==> src/rtl/commit_trace_buffer_pkg.sv <==
// Shared layout of a trace entry {pc, rd, data} and pointer sizing helpers
// for the retirement trace buffer.
package commit_trace_buffer_pkg;

  // entry layout, LSB first: data | rd | pc
  function automatic int entry_w(input int xlen, input int raddr_w);
    return 2 * xlen + raddr_w;
  endfunction

  function automatic int data_lsb();
    return 0;
  endfunction

  function automatic int rd_lsb(input int xlen);
    return xlen;
  endfunction

  function automatic int pc_lsb(input int xlen, input int raddr_w);
    return xlen + raddr_w;
  endfunction

  function automatic int ptr_w(input int depth);
    return $clog2(depth);
  endfunction

endpackage

==> src/rtl/commit_trace_buffer_fifo.sv <==
// Generic DEPTH x WIDTH circular buffer with show-ahead read, occupancy count
// and an optional overwrite-oldest mode when pushed while full.
module trace_fifo
  import commit_trace_buffer_pkg::*;
#(
  parameter int DEPTH = 16,
  parameter int WIDTH = 8
) (
  input  logic                      clk,
  input  logic                      rst,
  input  logic                      push,
  input  logic                      pop,
  input  logic                      overwrite,
  input  logic [WIDTH-1:0]          wdata,
  output logic [WIDTH-1:0]          rdata,
  output logic [ptr_w(DEPTH):0]     count,
  output logic                      full,
  output logic                      empty
);

  localparam int PW = ptr_w(DEPTH);

  logic [WIDTH-1:0] mem [DEPTH];
  logic [PW-1:0]    wr_ptr, rd_ptr;
  logic             do_pop, blocked;

  assign empty   = (count == '0);
  assign full    = (count == (PW+1)'(DEPTH));
  assign do_pop  = pop & ~empty;
  assign blocked = push & full & ~do_pop;
  // memory is not reset; the empty gate keeps stale contents invisible
  assign rdata   = empty ? '0 : mem[rd_ptr];

  always_ff @(posedge clk) begin
    if (rst) begin
      wr_ptr <= '0;
      rd_ptr <= '0;
      count  <= '0;
    end else if (blocked) begin
      if (overwrite) begin
        mem[wr_ptr] <= wdata;
        wr_ptr      <= wr_ptr + 1'b1;
        rd_ptr      <= rd_ptr + 1'b1;
      end
    end else begin
      if (push) begin
        mem[wr_ptr] <= wdata;
        wr_ptr      <= wr_ptr + 1'b1;
      end
      if (do_pop) rd_ptr <= rd_ptr + 1'b1;
      if (push && !do_pop)      count <= count + 1'b1;
      else if (!push && do_pop) count <= count - 1'b1;
    end
  end

endmodule

==> src/rtl/commit_trace_buffer.sv <==
// Retirement trace capture beside WB: buffers retired instructions for a
// valid/ready drain and tracks cycles, retirements, halt and timeout.
module commit_trace_buffer
  import commit_trace_buffer_pkg::*;
#(
  parameter int XLEN        = 32,
  parameter int RADDR_W     = 5,
  parameter int DEPTH       = 16,
  parameter int OVERWRITE   = 0,
  parameter int HALT_REPEAT = 3,
  parameter int MAX_CYCLES  = 1000
) (
  input  logic                       clk,
  input  logic                       rst,
  input  logic                       wb_valid,
  input  logic                       wb_regWrite,
  input  logic [RADDR_W-1:0]         wb_rd,
  input  logic [XLEN-1:0]            wb_writeData,
  input  logic [XLEN-1:0]            wb_pc,
  output logic                       trace_valid,
  input  logic                       trace_ready,
  output logic [XLEN-1:0]            trace_pc,
  output logic [RADDR_W-1:0]         trace_rd,
  output logic [XLEN-1:0]            trace_data,
  output logic [$clog2(DEPTH):0]     fill_count,
  output logic                       overflow,
  output logic [31:0]                retire_count,
  output logic [31:0]                cycle_count,
  output logic                       halted,
  output logic                       timeout
);

  localparam int EW     = entry_w(XLEN, RADDR_W);
  localparam int RD_LSB = rd_lsb(XLEN);
  localparam int PC_LSB = pc_lsb(XLEN, RADDR_W);
  localparam int DT_LSB = data_lsb();
  localparam int RW     = $clog2(HALT_REPEAT + 1);

  logic            capture, pop, keep, fifo_full, fifo_empty;
  logic [EW-1:0]   wdata, rdata;
  logic [XLEN-1:0] last_pc;
  logic [RW-1:0]   rep, rep_next;

  assign capture = wb_valid & ~halted & ~timeout;
  assign pop     = trace_valid & trace_ready;
  assign keep    = wb_regWrite && (wb_rd != '0);
  assign wdata   = {wb_pc, keep ? wb_rd : '0, keep ? wb_writeData : '0};

  trace_fifo #(.DEPTH(DEPTH), .WIDTH(EW)) u_fifo (
    .clk       (clk),
    .rst       (rst),
    .push      (capture),
    .pop       (pop),
    .overwrite (OVERWRITE != 0),
    .wdata     (wdata),
    .rdata     (rdata),
    .count     (fill_count),
    .full      (fifo_full),
    .empty     (fifo_empty)
  );

  assign trace_valid = ~fifo_empty;
  assign trace_pc    = rdata[PC_LSB +: XLEN];
  assign trace_rd    = rdata[RD_LSB +: RADDR_W];
  assign trace_data  = rdata[DT_LSB +: XLEN];

  // rep is never above HALT_REPEAT: capture stops once halted sets
  assign rep_next = (wb_pc == last_pc) ? rep + 1'b1 : RW'(1);

  always_ff @(posedge clk) begin
    if (rst) begin
      overflow     <= 1'b0;
      retire_count <= '0;
      cycle_count  <= '0;
      halted       <= 1'b0;
      timeout      <= 1'b0;
      rep          <= '0;
      last_pc      <= '0;
    end else begin
      if (cycle_count != 32'(MAX_CYCLES)) begin
        cycle_count <= cycle_count + 1'b1;
        if (cycle_count == 32'(MAX_CYCLES - 1)) timeout <= 1'b1;
      end
      if (capture) begin
        if (retire_count != '1) retire_count <= retire_count + 1'b1;
        if (fifo_full && !pop) overflow <= 1'b1;
        rep     <= rep_next;
        last_pc <= wb_pc;
        if (rep_next == RW'(HALT_REPEAT)) halted <= 1'b1;
      end
    end
  end

endmodule
==> config.mk <==
export PLATFORM = sky130hd
export DESIGN_NAME = commit_trace_buffer
export DESIGN_NICKNAME = d
export VERILOG_FILES = /design/src/rtl/commit_trace_buffer_pkg.sv /design/src/rtl/commit_trace_buffer_fifo.sv /design/src/rtl/commit_trace_buffer.sv
export SDC_FILE = /design/constraint.sdc
export NUM_CORES = 1
export LEC_CHECK = 0
export CORE_MARGIN = 8
export CORE_UTILIZATION = 63
export CTS_BUF_LIST = sky130_fd_sc_hd__clkbuf_8
export DETAILED_ROUTE_END_ITERATION = 8
export HOLD_SLACK_MARGIN = 0.08
export PLACE_DENSITY = 0.82
export SLEW_MARGIN = 10
export SYNTH_ARGS = -nofsm -noshare
export SYNTH_HDL_FRONTEND = slang
export SYNTH_SLANG_ARGS = --single-unit
export TNS_END_PERCENT = 100
==> constraint.sdc <==
create_clock -name clk -period 6.8 [get_ports clk]
set_input_delay 1.36 -clock clk [delete_from_list [all_inputs] [get_ports clk]]
set_output_delay 1.36 -clock clk [all_outputs]
set_load 0.01 [all_outputs]
== Word level (Yosys, flattened, before mapping) ==
Memories as Yosys holds them, arrays and structs flattened. A register that Yosys moved wholly into a read port is not among the register bits.
Cells that the tools add are included.
Word-level totals
  input bits: 74
  output and inout bits: 142
  memories: 1
  memory bits (writable): 1104
  register bits after elaboration: 114
  logic and storage cells: 64
Cells by class
  reduce and logical (&&, ||, !) cells: 17
  equality and inequality tests: 6
  mux-type cells: 12
  $add $sub $neg: 7
  bitwise gates (word level): 11
Memory list
  u_fifo.mem: depth 16, width 69, read ports 1, clocked after Yosys merged registers in 1, write ports 1, RTL line commit_trace_buffer_fifo.sv:23  | logic [WIDTH-1:0] mem [DEPTH];
Operators with widths (number)
  $mux 69: 1
  $add 32x1->32 const B: 2
  $eq 32x10->1 const B: 1
  $eq 32x32->1: 1
  $mux 32: 1
  $ne 32x10->1 const B: 1
  $ne 32x32->1 const B: 1
  $mux 5: 3
  $reduce_and 2->1: 7
  $add 4x1->4 const B: 2
  $mux 4: 2
  $and 1x1->1: 6
  $add 5x1->5 const B: 1
  $eq 5x5->1 const B: 1
  $logic_not 5->1: 1
  $not 1->1: 5
  $reduce_bool 5->1: 1
  $sub 5x1->5 const B: 1
  $logic_and 1x1->1: 4
  $mux 1: 4
  $logic_not 1->1: 3
  $add 2x1->2 const B: 1
  $eq 2x2->1 const B: 1
  $mux 2: 1
  $reduce_bool 2->1: 1

== Logic depth before layout (Yosys ltp) ==
Gate-level depths: netlist of the first run.
  depth after elaboration: 10
  mapped depth: 13

== Cells and area by module ==
Synthesis of the first run repeated with hierarchy kept, for this count alone.
Unflattened totals
  cell total of the unflattened synthesis: 2447
  area, all modules: 47814.6 um^2
Modules (own cells, without submodules)
  trace_fifo: area each 42762.3 um^2, cells each 1820, instances 1
  commit_trace_buffer: area each 5052.3 um^2, cells each 627, instances 1

== Least setup slack after synthesis of the first run ==
No wires, ideal clock.
  path kind: in2reg
  start point: input wb_valid
  end point: memory u_fifo.mem[15][0] (netlist name), enable pin
  arrival: 5.447 ns
  stages on the path: 5
  data required time: 6.303 ns
  path buffers: 1
  setup slack: 0.856 ns
  cells stage by stage: or3b_1 -> clkbuf_1 -> a31oi_1 -> nand2_1 -> nor2_1
Between the ends
  word-level cells in the longest chain between the ends: 7
RTL lines
  from (decl): RTL line commit_trace_buffer.sv:15  | input logic wb_valid,
  $and 1x1->1 * (2 in a row): RTL line commit_trace_buffer.sv:44  | assign capture = wb_valid & ~halted & ~timeout;
  $and 1x1->1 (2 in a row): RTL line commit_trace_buffer_fifo.sv:30  | assign blocked = push & full & ~do_pop;
  $mux 1 *: RTL line commit_trace_buffer_fifo.sv:39  | end else if (blocked) begin
  $mux 1 *: RTL line commit_trace_buffer_fifo.sv:35  | if (rst) begin
  $mux 1 (not written as such) *: RTL line commit_trace_buffer_fifo.sv:47  | mem[wr_ptr] <= wdata;
  to (decl): RTL line commit_trace_buffer_fifo.sv:23
Mark *: on every way between the ends. The rest lies on a longest branch, timed or not.

==> impl_metrics.env, run 1 <==
export IMPL_whs_endpoint="last_pc[27]"
export IMPL_power_density_nw_per_um2=330
export IMPL_placed_cell_area_um2=51300
export IMPL_pre_cts_ws_ns=1.72
export IMPL_reg2regPathDepth=11
export IMPL_hold_buffers=0
export IMPL_core_um2=75300
export IMPL_fp_dieW_um=291
export IMPL_crit_type="reg2out"
export IMPL_crit_arrival_ns=4.15
export IMPL_skew_ns=0.0336
export IMPL_synth_simple_gate_area_frac=0.0475
export IMPL_post_drt_wl_per_cell_um=28.9
export IMPL_synth_distinct_cells=49
export IMPL_drt_wl_total_um=109000
export IMPL_path_clk_slew_ns=0.06
export IMPL_hold_start="last_pc[27]"
export IMPL_async_flop_share=0
export IMPL_synth_top_area_cell="edfxtp_1"
export IMPL_antenna_left=0
export IMPL_die_h_um=291
export IMPL_cts_resized=0
export IMPL_fin_util=0.726
export IMPL_port_buffers=215
export IMPL_syn_nets=2413
export IMPL_finalSetupViolCount=0
export IMPL_period_needed_ns=5.51
export IMPL_crit_fanout=75
export IMPL_cp_end_kind="primary output"
export IMPL_grt_pass1_wl_um=162000
export IMPL_synth_seq_area_share=0.746
export IMPL_via_per_inst=6.51
export IMPL_cpPeakStageDelay_ns=1.15
export IMPL_postSynthCellCount=2326
export IMPL_synthXorXnorAreaFrac=0.0131
export IMPL_drc=0
export IMPL_clock_latency_ns=0.84
export IMPL_hold_path_cell_count=2
export IMPL_cts_sinks=1222
export IMPL_outcome="finished, final reports clean"
export IMPL_worst_slew_pin_slew_ns=1.24
export IMPL_final_cell_area_um2=54700
export IMPL_min_path_type="reg2reg"
export IMPL_synthAdderAreaFrac=0.00357
export IMPL_ir_drop_mv=0.262
export IMPL_final_cells=3789
export IMPL_critPathBufInv=2
export IMPL_hold_viol=0
export IMPL_dr_total_vias=24700
export IMPL_leakage_nw=17.0
export IMPL_drive_gt1_frac=0.240
export IMPL_grtUsageTotal=0.257
export IMPL_ys_flop_type="edfxtp_1"
export IMPL_max_cap_violations=0
export IMPL_synth_area_leaders="edfxtp_1 70%, mux4_2 16%, dfxtp_1 5.0%"
export IMPL_slew_headroom=0.171
export IMPL_fillerInstances=4174
export IMPL_syn_to_final_growth_pct=14.9
export IMPL_cts_tree="built"
export IMPL_dp_cells=3450
export IMPL_synth_top_family_by_area="multiplexers"
export IMPL_path_cells="buf_4, mux4_2, mux4_2, and2_1, clkdlybuf4s50_1"
export IMPL_cpMostUsedCell="mux4_2"
export IMPL_cp_start_kind="flop"
export IMPL_r2r_slack_ns=2.65
export IMPL_io_pins=216
export IMPL_first_pass_iters=5
export IMPL_fin_crit_sh=0.810
export IMPL_nets=2744
export IMPL_synth_seq_cells=1222
export IMPL_grt_pass1_vias=25600
export IMPL_synthMuxAreaShare=0.166
export IMPL_slew_violations=0
export IMPL_start_util=0.632
export IMPL_gp_congestion=0.833
export IMPL_synth_edf_count=1104
export IMPL_fmax_mhz=182
export IMPL_synth_compound_area_share=0.0124
export IMPL_reg2reg_from="u_fifo.count[0]"
export IMPL_finalSetupTns_ns=0
export IMPL_grt_start_max_net_pins=96
export IMPL_cts_root_buf="clkbuf_8"
export IMPL_placementRows=101
export IMPL_whs_ns=0.469
export IMPL_rsz0062_at_grt="false"
export IMPL_path_delay_family="flip-flops"
export IMPL_crit_cells=5
export IMPL_drt_iter0_drc=2542
export IMPL_antenna_found_initial=8
export IMPL_cts_buffers=183
export IMPL_cts_htree_levels=4
export IMPL_postSynthAreaPerCell_um2=20.5
export IMPL_netlist_area_um2=47600
export IMPL_power_total_mw=18.1
export IMPL_dp_hpwl_um=61300
export IMPL_finalWorstSetupSlack_ns=1.29
export IMPL_r2r_end="u_fifo.count[4]"
export IMPL_postCtsSetupRepairBufs=0
export IMPL_required_ns=5.44
export IMPL_cp_slowest_cell="dfxtp_4"
export IMPL_clk_path_buf_depth=3
export IMPL_synth_top_area_share=0.696
export IMPL_die_area_um2=84600
export IMPL_overflow=0
export IMPL_ys_warn_count=0
[layout by cell type, fill, tap and decap left out, types with 4 or more instances in the layout]
cell type	instances
edfxtp_1	1104
mux4_2	345
clkdlybuf4s50_1	214
clkbuf_8	192
dfxtp_1	114
and2_1	107
nand2_1	91
a21oi_1	64
inv_1	62
nor2_1	60
xnor2_1	58
clkinv_1	47
buf_4	34
clkinv_2	29
nand3_1	28
nand4_1	25
nor4_1	20
buf_12	20
nor2_4	16
or3_1	14
o21ai_0	14
or4_1	13
xor2_1	13
ha_1	12
nor2b_1	11
and4_1	10
o31ai_1	9
mux2_2	8
diode_2	7
clkinvlp_4	6
a211oi_1	5
and3_1	4
nor3_1	4
mux2i_1	4
dfxtp_4	4
bufinv_16	4
[cell families after synthesis]
family / Yosys count
DFF: 1222
and+or+nand+nor: 422
muxes: 357
buffers and inverters: 137
AOI/OAI and AO/OA: 104
xor gates and xnor gates: 71
adders and majority gates: 13
[worst max-delay path by stage]
stage / startpoint / end
CTS: flop / trace_pc[16]
global placement: wb_valid / u_fifo.mem[4][50]
detailed placement: wb_valid / u_fifo.mem[4][50]
global route: flop / trace_data[27]
finish: flop / trace_data[27]
floorplan: wb_valid / u_fifo.mem[15][0]
[report_power, final]
part	switching, mW	internal, mW
sequential	0.183	8.31
combinational	1.80	2.22
clock	2.78	2.78
total	4.77	13.3
[state kept, by name, summed over array words and instances, names as in the netlist, named ones only]
name           count
u_fifo.mem      1104
u_fifo.rd_ptr      4
u_fifo.wr_ptr      4
rep                2
cycle_count       32
u_fifo.count       5
last_pc           32
timeout            1
retire_count      32
halted             1
overflow           1
[cell type report]
type | instances | area [um2] | area share
antenna | 7 | 17.5 | 0.000320
multi-input combinational | 967 | 11700 | 0.214
clock buffer | 192 | 2640 | 0.0483
inverter | 15 | 56.3 | 0.00103
tap | 978 | 1220 | 0.0224
timing repair buffer | 268 | 2800 | 0.0512
clock inverter | 140 | 747 | 0.0137
sequential | 1222 | 35500 | 0.650
[worst min-delay path: cells and delay by family (launching register included)]
kind / cells / cell delay [ns]
compound gates: 1 / 0.05
flops: 1 / 0.32
simple gates: 1 / 0.05
[Yosys cell counts, drive strengths merged, types with 2 or more instances]
| cell | count |
|---|---|
| a41oi | 2 |
| dfxtp | 118 |
| a211oi | 5 |
| or3b | 4 |
| nor2 | 76 |
| and2 | 107 |
| nor4 | 21 |
| nand3 | 28 |
| nor4b | 2 |
| mux2i | 4 |
| mux2 | 8 |
| edfxtp | 1104 |
| a21o | 2 |
| o21ai | 14 |
| xnor2 | 58 |
| nor3 | 5 |
| o41ai | 3 |
| nand4 | 26 |
| or4 | 13 |
| inv | 15 |
| o31ai | 9 |
| nand2 | 91 |
| nor2b | 11 |
| nand3b | 2 |
| xor2 | 13 |
| or3 | 14 |
| and4 | 10 |
| and3 | 4 |
| clkbuf | 83 |
| mux4 | 345 |
| a21oi | 64 |
| nand2b | 4 |
| ha | 12 |
| buf | 39 |
[routing by layer]
| layer | vias up | global-route usage | routed length (um) |
|---|---|---|---|
| li1 | 10200 | - | - |
| met3 | 169 | 0.0583 | 9500 |
| met4 | 0 | 0.0718 | 2360 |
| met1 | 12900 | 0.332 | 40400 |
| met5 | - | 0 | 0 |
| met2 | 1376 | 0.442 | 57200 |
(Power assumes the default switching activity.)
==> inputs of run 2 (changes only) <==
- clock period: 6.8 -> 5.5 ns (I/O delays scaled with it)
==> run 2 against run 1 <==
Against the previous run:
- clock skew increased by 0.012 ns
- sequential power increased by 22%
- global-route usage about the same
- combinational power increased by 26%
- flip-flop and latch count unchanged
- worst hold slack got worse by 0.016 ns
- worst setup slack got worse by 0.70 ns
- cell count decreased by 0.21%
- routed wire length decreased by 0.45%
- first-iteration DRC count decreased by 2.8%
- register-to-register slack got worse by 1.0 ns
- critical endpoint is now trace_data[31]
- highest routed layer is now met5
==> impl_metrics.env, run 2 (synthesis results as in run 1) <==
export IMPL_path_clk_slew_ns=0.06
export IMPL_grtUsageTotal=0.257
export IMPL_hold_viol=0
export IMPL_cpPeakStageDelay_ns=0.88
export IMPL_cts_htree_levels=4
export IMPL_first_pass_iters=5
export IMPL_crit_fanout=52
export IMPL_crit_type="reg2out"
export IMPL_rsz0062_at_grt="false"
export IMPL_fmax_mhz=204
export IMPL_min_path_type="reg2reg"
export IMPL_nets=2747
export IMPL_hold_path_cell_count=2
export IMPL_skew_ns=0.0454
export IMPL_antenna_left=0
export IMPL_cp_start_kind="flop"
export IMPL_drc=0
export IMPL_cts_buffers=181
export IMPL_max_cap_violations=0
export IMPL_clk_path_buf_depth=3
export IMPL_drt_wl_total_um=109000
export IMPL_placementRows=101
export IMPL_switching_share=0.262
export IMPL_required_ns=4.40
export IMPL_power_frac_comb=0.228
export IMPL_slew_violations=0
export IMPL_power_internal_mw=16.4
export IMPL_whs_endpoint="overflow"
export IMPL_hold_buffers=0
export IMPL_drive_gt1_frac=0.235
export IMPL_reg2reg_from="u_fifo.count[0]"
export IMPL_period_needed_ns=4.91
export IMPL_mostFrequentLayoutCell="edfxtp_1"
export IMPL_io_pins=216
export IMPL_antenna_found_initial=10
export IMPL_power_density_nw_per_um2=406
export IMPL_path_cells="buf_4, mux4_2, mux4_2, and2_1, clkdlybuf4s50_1"
export IMPL_ir_drop_mv=0.278
export IMPL_port_buffers=215
export IMPL_fp_dieW_um=291
export IMPL_via_per_inst=6.49
export IMPL_hold_start="overflow"
export IMPL_grt_pass1_wl_um=162000
export IMPL_final_cell_mix="1104 x edfxtp_1, 345 x mux4_2, 214 x clkdlybuf4s50_1"
export IMPL_leakage_nw=17.0
export IMPL_worst_slew_pin_slew_ns=1.04
export IMPL_die_h_um=291
export IMPL_cp_end_kind="primary output"
export IMPL_grt_start_max_net_pins=76
export IMPL_start_util=0.632
export IMPL_drt_iter0_drc=2471
export IMPL_postCtsSetupRepairBufs=0
export IMPL_switchingPower_mw=5.80
export IMPL_grt_pass1_vias=25800
export IMPL_finalSetupViolCount=0
export IMPL_cts_sinks=1222
export IMPL_core_um2=75300
export IMPL_crit_arrival_ns=3.81
export IMPL_top_register="u_fifo.mem"
export IMPL_dr_total_vias=24500
export IMPL_dp_hpwl_um=60400
export IMPL_seqPwrFrac=0.471
export IMPL_final_cell_area_um2=54600
export IMPL_cp_slowest_cell="dfxtp_4"
export IMPL_slew_headroom=0.299
export IMPL_placed_cell_area_um2=51300
export IMPL_largest_reg_flops=1104
export IMPL_reg2regPathDepth=11
export IMPL_r2r_slack_ns=1.64
export IMPL_fin_crit_sh=0.892
export IMPL_overflow=0
export IMPL_cts_resized=0
export IMPL_syn_to_final_growth_pct=14.6
export IMPL_cts_tree="built"
export IMPL_clock_latency_ns=0.84
export IMPL_r2r_end="u_fifo.count[4]"
export IMPL_gp_congestion=0.820
export IMPL_cpMostUsedCell="mux4_2"
export IMPL_die_area_um2=84600
export IMPL_outcome="finished, final reports clean"
export IMPL_cts_root_buf="clkbuf_8"
export IMPL_fin_util=0.725
export IMPL_clkPwrFrac=0.301
export IMPL_post_drt_wl_per_cell_um=28.8
## run 2: cell types whose count changed in the layout (fill, tap and decap cells not counted), moves of 2 or more
cell / delta
buf_4: +6
clkbuf_8: -7
clkinv_1: -4
clkinv_2: -14
clkinvlp_4: -2
inv_1: +12
## run 2: critical path, delay by kind of cell, from the launching register on
| kind | cells | cell delay (ns) |
|---|---|---|
| DFF | 1 | 0.88 |
| muxes | 2 | 0.87 |
| buffers and inverters | 2 | 0.97 |
| and+or+nand+nor | 1 | 0.18 |
## run 2: worst max-delay path by stage
stage / end / depth (start not counted)
finish: trace_data[31] / 5
global route: trace_data[28] / 5
CTS: trace_data[31] / 5
detailed placement: u_fifo.mem[4][35] / 6
global placement: u_fifo.mem[4][48] / 6
floorplan: u_fifo.mem[15][0] / 5
## run 2: final cells by class
type / count / area [um2]
diodes: 8 / 20.0
clock inverters: 133 / 703
repair buffers: 273 / 2820
well taps: 978 / 1220
clock buffers: 185 / 2550
fillers: 4186 / 20700
multi-input cells: 967 / 11700
inverters: 15 / 56.3
flip-flops and latches: 1222 / 35500
## run 2: per-layer routing
metal | share of wire | up-vias | track usage
met5 | 0.00050 | - | 0
met4 | 0.029 | 8 | 0.0867
met3 | 0.090 | 252 | 0.0545
met2 | 0.51 | 1369 | 0.436
met1 | 0.37 | 12700 | 0.334
li1 | - | 10200 | -
## run 2: power groups by stage
| stage | clock network, mW | logic (mW) | registers [mW] |
|---|---|---|---|
| 4_1_cts | 6.75 | 5.17 | 10.4 |
| 6_report | 6.66 | 5.06 | 10.4 |
| 5_1_grt | 7.13 | 5.40 | 10.4 |
| 2_1_floorplan | 0 | 3.31 | 10.5 |
| 3_5_place_dp | 0 | 5.14 | 10.6 |
| 3_3_place_gp | 0 | 5.02 | 10.6 |
## run 2: metrics by stage
| step | cells | hold WS (ns) | TNS [ns] | power [mW] | setup WS [ns] |
|---|---|---|---|---|---|
| 2_1_floorplan | 2326 | 0.441 | -129.14 | 13.8 | -0.184 |
| 3_3_place_gp | 3455 | 0.435 | 0 | 15.6 | 1.13 |
| 3_5_place_dp | 3455 | 0.444 | 0 | 15.8 | 1.09 |
| 4_1_cts | 3773 | 0.456 | 0 | 22.4 | 0.543 |
| 5_1_grt | 3776 | 0.474 | 0 | 23.0 | 0.447 |
| 6_report | 3781 | 0.453 | 0 | 22.2 | 0.595 |
==> inputs of run 3 (changes only) <==
- CAP_MARGIN: default -> 20
- REMOVE_ABC_BUFFERS: default -> 1
==> run 3 against run 2 <==
Against the previous run:
- via count grew 1.0%
- non-clock buffer count grew 9
- sequential power is essentially flat
- global-route usage shrank 0.25 points
- worst hold slack lost 0.0024 ns
- worst setup slack lost 0.11 ns
- combinational power grew 3%
- routed wire length grew 3.1%
- cell count grew 0.42%
- utilization grew 0.35 points
- design area grew 0.48%
- first-iteration DRC count grew 12%
==> impl_metrics.env, run 3 (synthesis results as in run 1) <==
export IMPL_r2r_slack_ns=2.10
export IMPL_final_cells=3797
export IMPL_skew_ns=0.0394
export IMPL_r2r_end="u_fifo.mem[11][20]"
export IMPL_cp_start_kind="flop"
export IMPL_crit_type="reg2out"
export IMPL_met2WireLength_um=56500
export IMPL_first_pass_iters=6
export IMPL_clk_path_buf_depth=3
export IMPL_mostFrequentLayoutCell="edfxtp_1"
export IMPL_cts_buffers=183
export IMPL_postCtsSetupRepairBufs=0
export IMPL_core_um2=75300
export IMPL_nets=2758
export IMPL_reg2regPathDepth=5
export IMPL_ir_drop_mv=0.206
export IMPL_start_util=0.632
export IMPL_crit_fanout=87
export IMPL_grt_start_max_net_pins=88
export IMPL_slew_headroom=0.276
export IMPL_slew_violations=0
export IMPL_syn_to_final_growth_pct=15.2
export IMPL_period_needed_ns=5.02
export IMPL_finalSetupViolCount=0
export IMPL_hold_start="overflow"
export IMPL_routed_top_layer="met5"
export IMPL_placementRows=101
export IMPL_fin_crit_sh=0.912
export IMPL_required_ns=4.40
export IMPL_clock_latency_ns=0.83
export IMPL_drc=0
export IMPL_post_drt_wl_per_cell_um=29.6
export IMPL_top_register="u_fifo.mem"
export IMPL_largest_reg_flops=1104
export IMPL_fmax_mhz=199
export IMPL_overflow=0
export IMPL_cts_root_buf="clkbuf_8"
export IMPL_drive_gt1_frac=0.240
export IMPL_hold_viol=0
export IMPL_die_area_um2=84600
export IMPL_cts_resized=0
export IMPL_drt_wl_total_um=112000
export IMPL_reg2reg_from="timeout"
export IMPL_path_clk_slew_ns=0.05
export IMPL_drt_iter0_drc=2772
export IMPL_min_path_type="reg2reg"
export IMPL_antenna_left=0
export IMPL_hold_buffers=0
export IMPL_grtUsageTotal=0.255
export IMPL_dp_hpwl_um=61400
export IMPL_cts_sinks=1222
export IMPL_whs_endpoint="overflow"
export IMPL_crit_arrival_ns=3.92
export IMPL_fin_util=0.728
export IMPL_wl_met1_um=41500
export IMPL_dr_total_vias=24800
export IMPL_worst_slew_pin_slew_ns=1.09
export IMPL_max_cap_violations=0
export IMPL_met3_length_um=10900
export IMPL_port_buffers=215
export IMPL_power_density_nw_per_um2=412
export IMPL_final_cell_mix="1104 x edfxtp_1, 345 x mux4_2, 214 x clkdlybuf4s50_1"
export IMPL_antenna_found_initial=8
export IMPL_io_pins=216
export IMPL_gp_congestion=0.834
export IMPL_cts_htree_levels=4
export IMPL_fillerInstances=4001
export IMPL_grt_pass1_wl_um=161000
export IMPL_hold_path_cell_count=2
export IMPL_outcome="finished, final reports clean"
export IMPL_via_per_inst=6.53
export IMPL_whs_ns=0.451
export IMPL_power_total_mw=22.6
export IMPL_cts_tree="built"
export IMPL_dp_cells=3464
export IMPL_leakage_nw=17.2
export IMPL_fp_dieW_um=291
export IMPL_grt_pass1_vias=26000
export IMPL_rsz0062_at_grt="false"
export IMPL_cp_end_kind="primary output"
export IMPL_die_h_um=291
[run 3: cell types whose count changed in the layout (fill, tap and decap cells not counted), sizes merged]
cell	change
clkinv	-8
clkbuf	+7
clkinvlp	-2
diode	-5
inv	+15
buf	+9
[run 3: worst max path at each step]
stage / start / endpoint / slack, ns
2_1_floorplan: flop / trace_data[0] / -8.16
3_3_place_gp: wb_valid / u_fifo.mem[11][15] / 1.17
3_5_place_dp: wb_valid / u_fifo.mem[11][15] / 0.98
4_1_cts: flop / trace_pc[1] / 0.43
5_1_grt: flop / trace_pc[1] / 0.35
6_report: flop / trace_data[2] / 0.49
[run 3: where the power goes]
group | total [mW] | internal (mW) | leakage [nW] | switching, mW
Clock | 6.95 | 3.45 | 2.00 | 3.50
Combinational | 5.20 | 2.83 | 4.19 | 2.36
Sequential | 10.5 | 10.3 | 11.0 | 0.201
Total | 22.6 | 16.6 | 17.2 | 6.07
[run 3: worst max-delay path: stages, from the launching register on]
cell and delay [ns]:
dfxtp_4 0.85, buf_12 0.48, mux4_2 0.43, mux4_2 0.54, and2_1 0.18, clkdlybuf4s50_1 0.47
[run 3: per-layer routing]
metal  vias up  track usage
li1      10200            -
met1     12800        0.334
met2      1536        0.421
met3       231       0.0652
met4         8       0.0821
met5         -            0
[run 3: final cells by class]
| class | instances | area, um2 | area share |
|---|---|---|---|
| Sequential cell | 1222 | 35500 | 0.648 |
| Clock inverter | 138 | 762 | 0.0139 |
| Antenna cell | 3 | 7.51 | 0.000137 |
| Timing Repair Buffer | 282 | 2940 | 0.0536 |
| Clock buffer | 192 | 2640 | 0.0482 |
| Inverter | 15 | 56.3 | 0.00103 |
| Multi-Input combinational cell | 967 | 11700 | 0.213 |
| Tap cell | 978 | 1220 | 0.0223 |
[run 3: per-stage QoR]
stage | TNS (ns) | worst slack (ns) | instance area (um2)
2_1_floorplan | -1162.04 | -8.16 | 47100
5_1_grt | 0 | 0.349 | 54800
6_report | 0 | 0.485 | 54800
4_1_cts | 0 | 0.429 | 54800
3_5_place_dp | 0 | 0.984 | 51400
3_3_place_gp | 0 | 1.17 | 51400
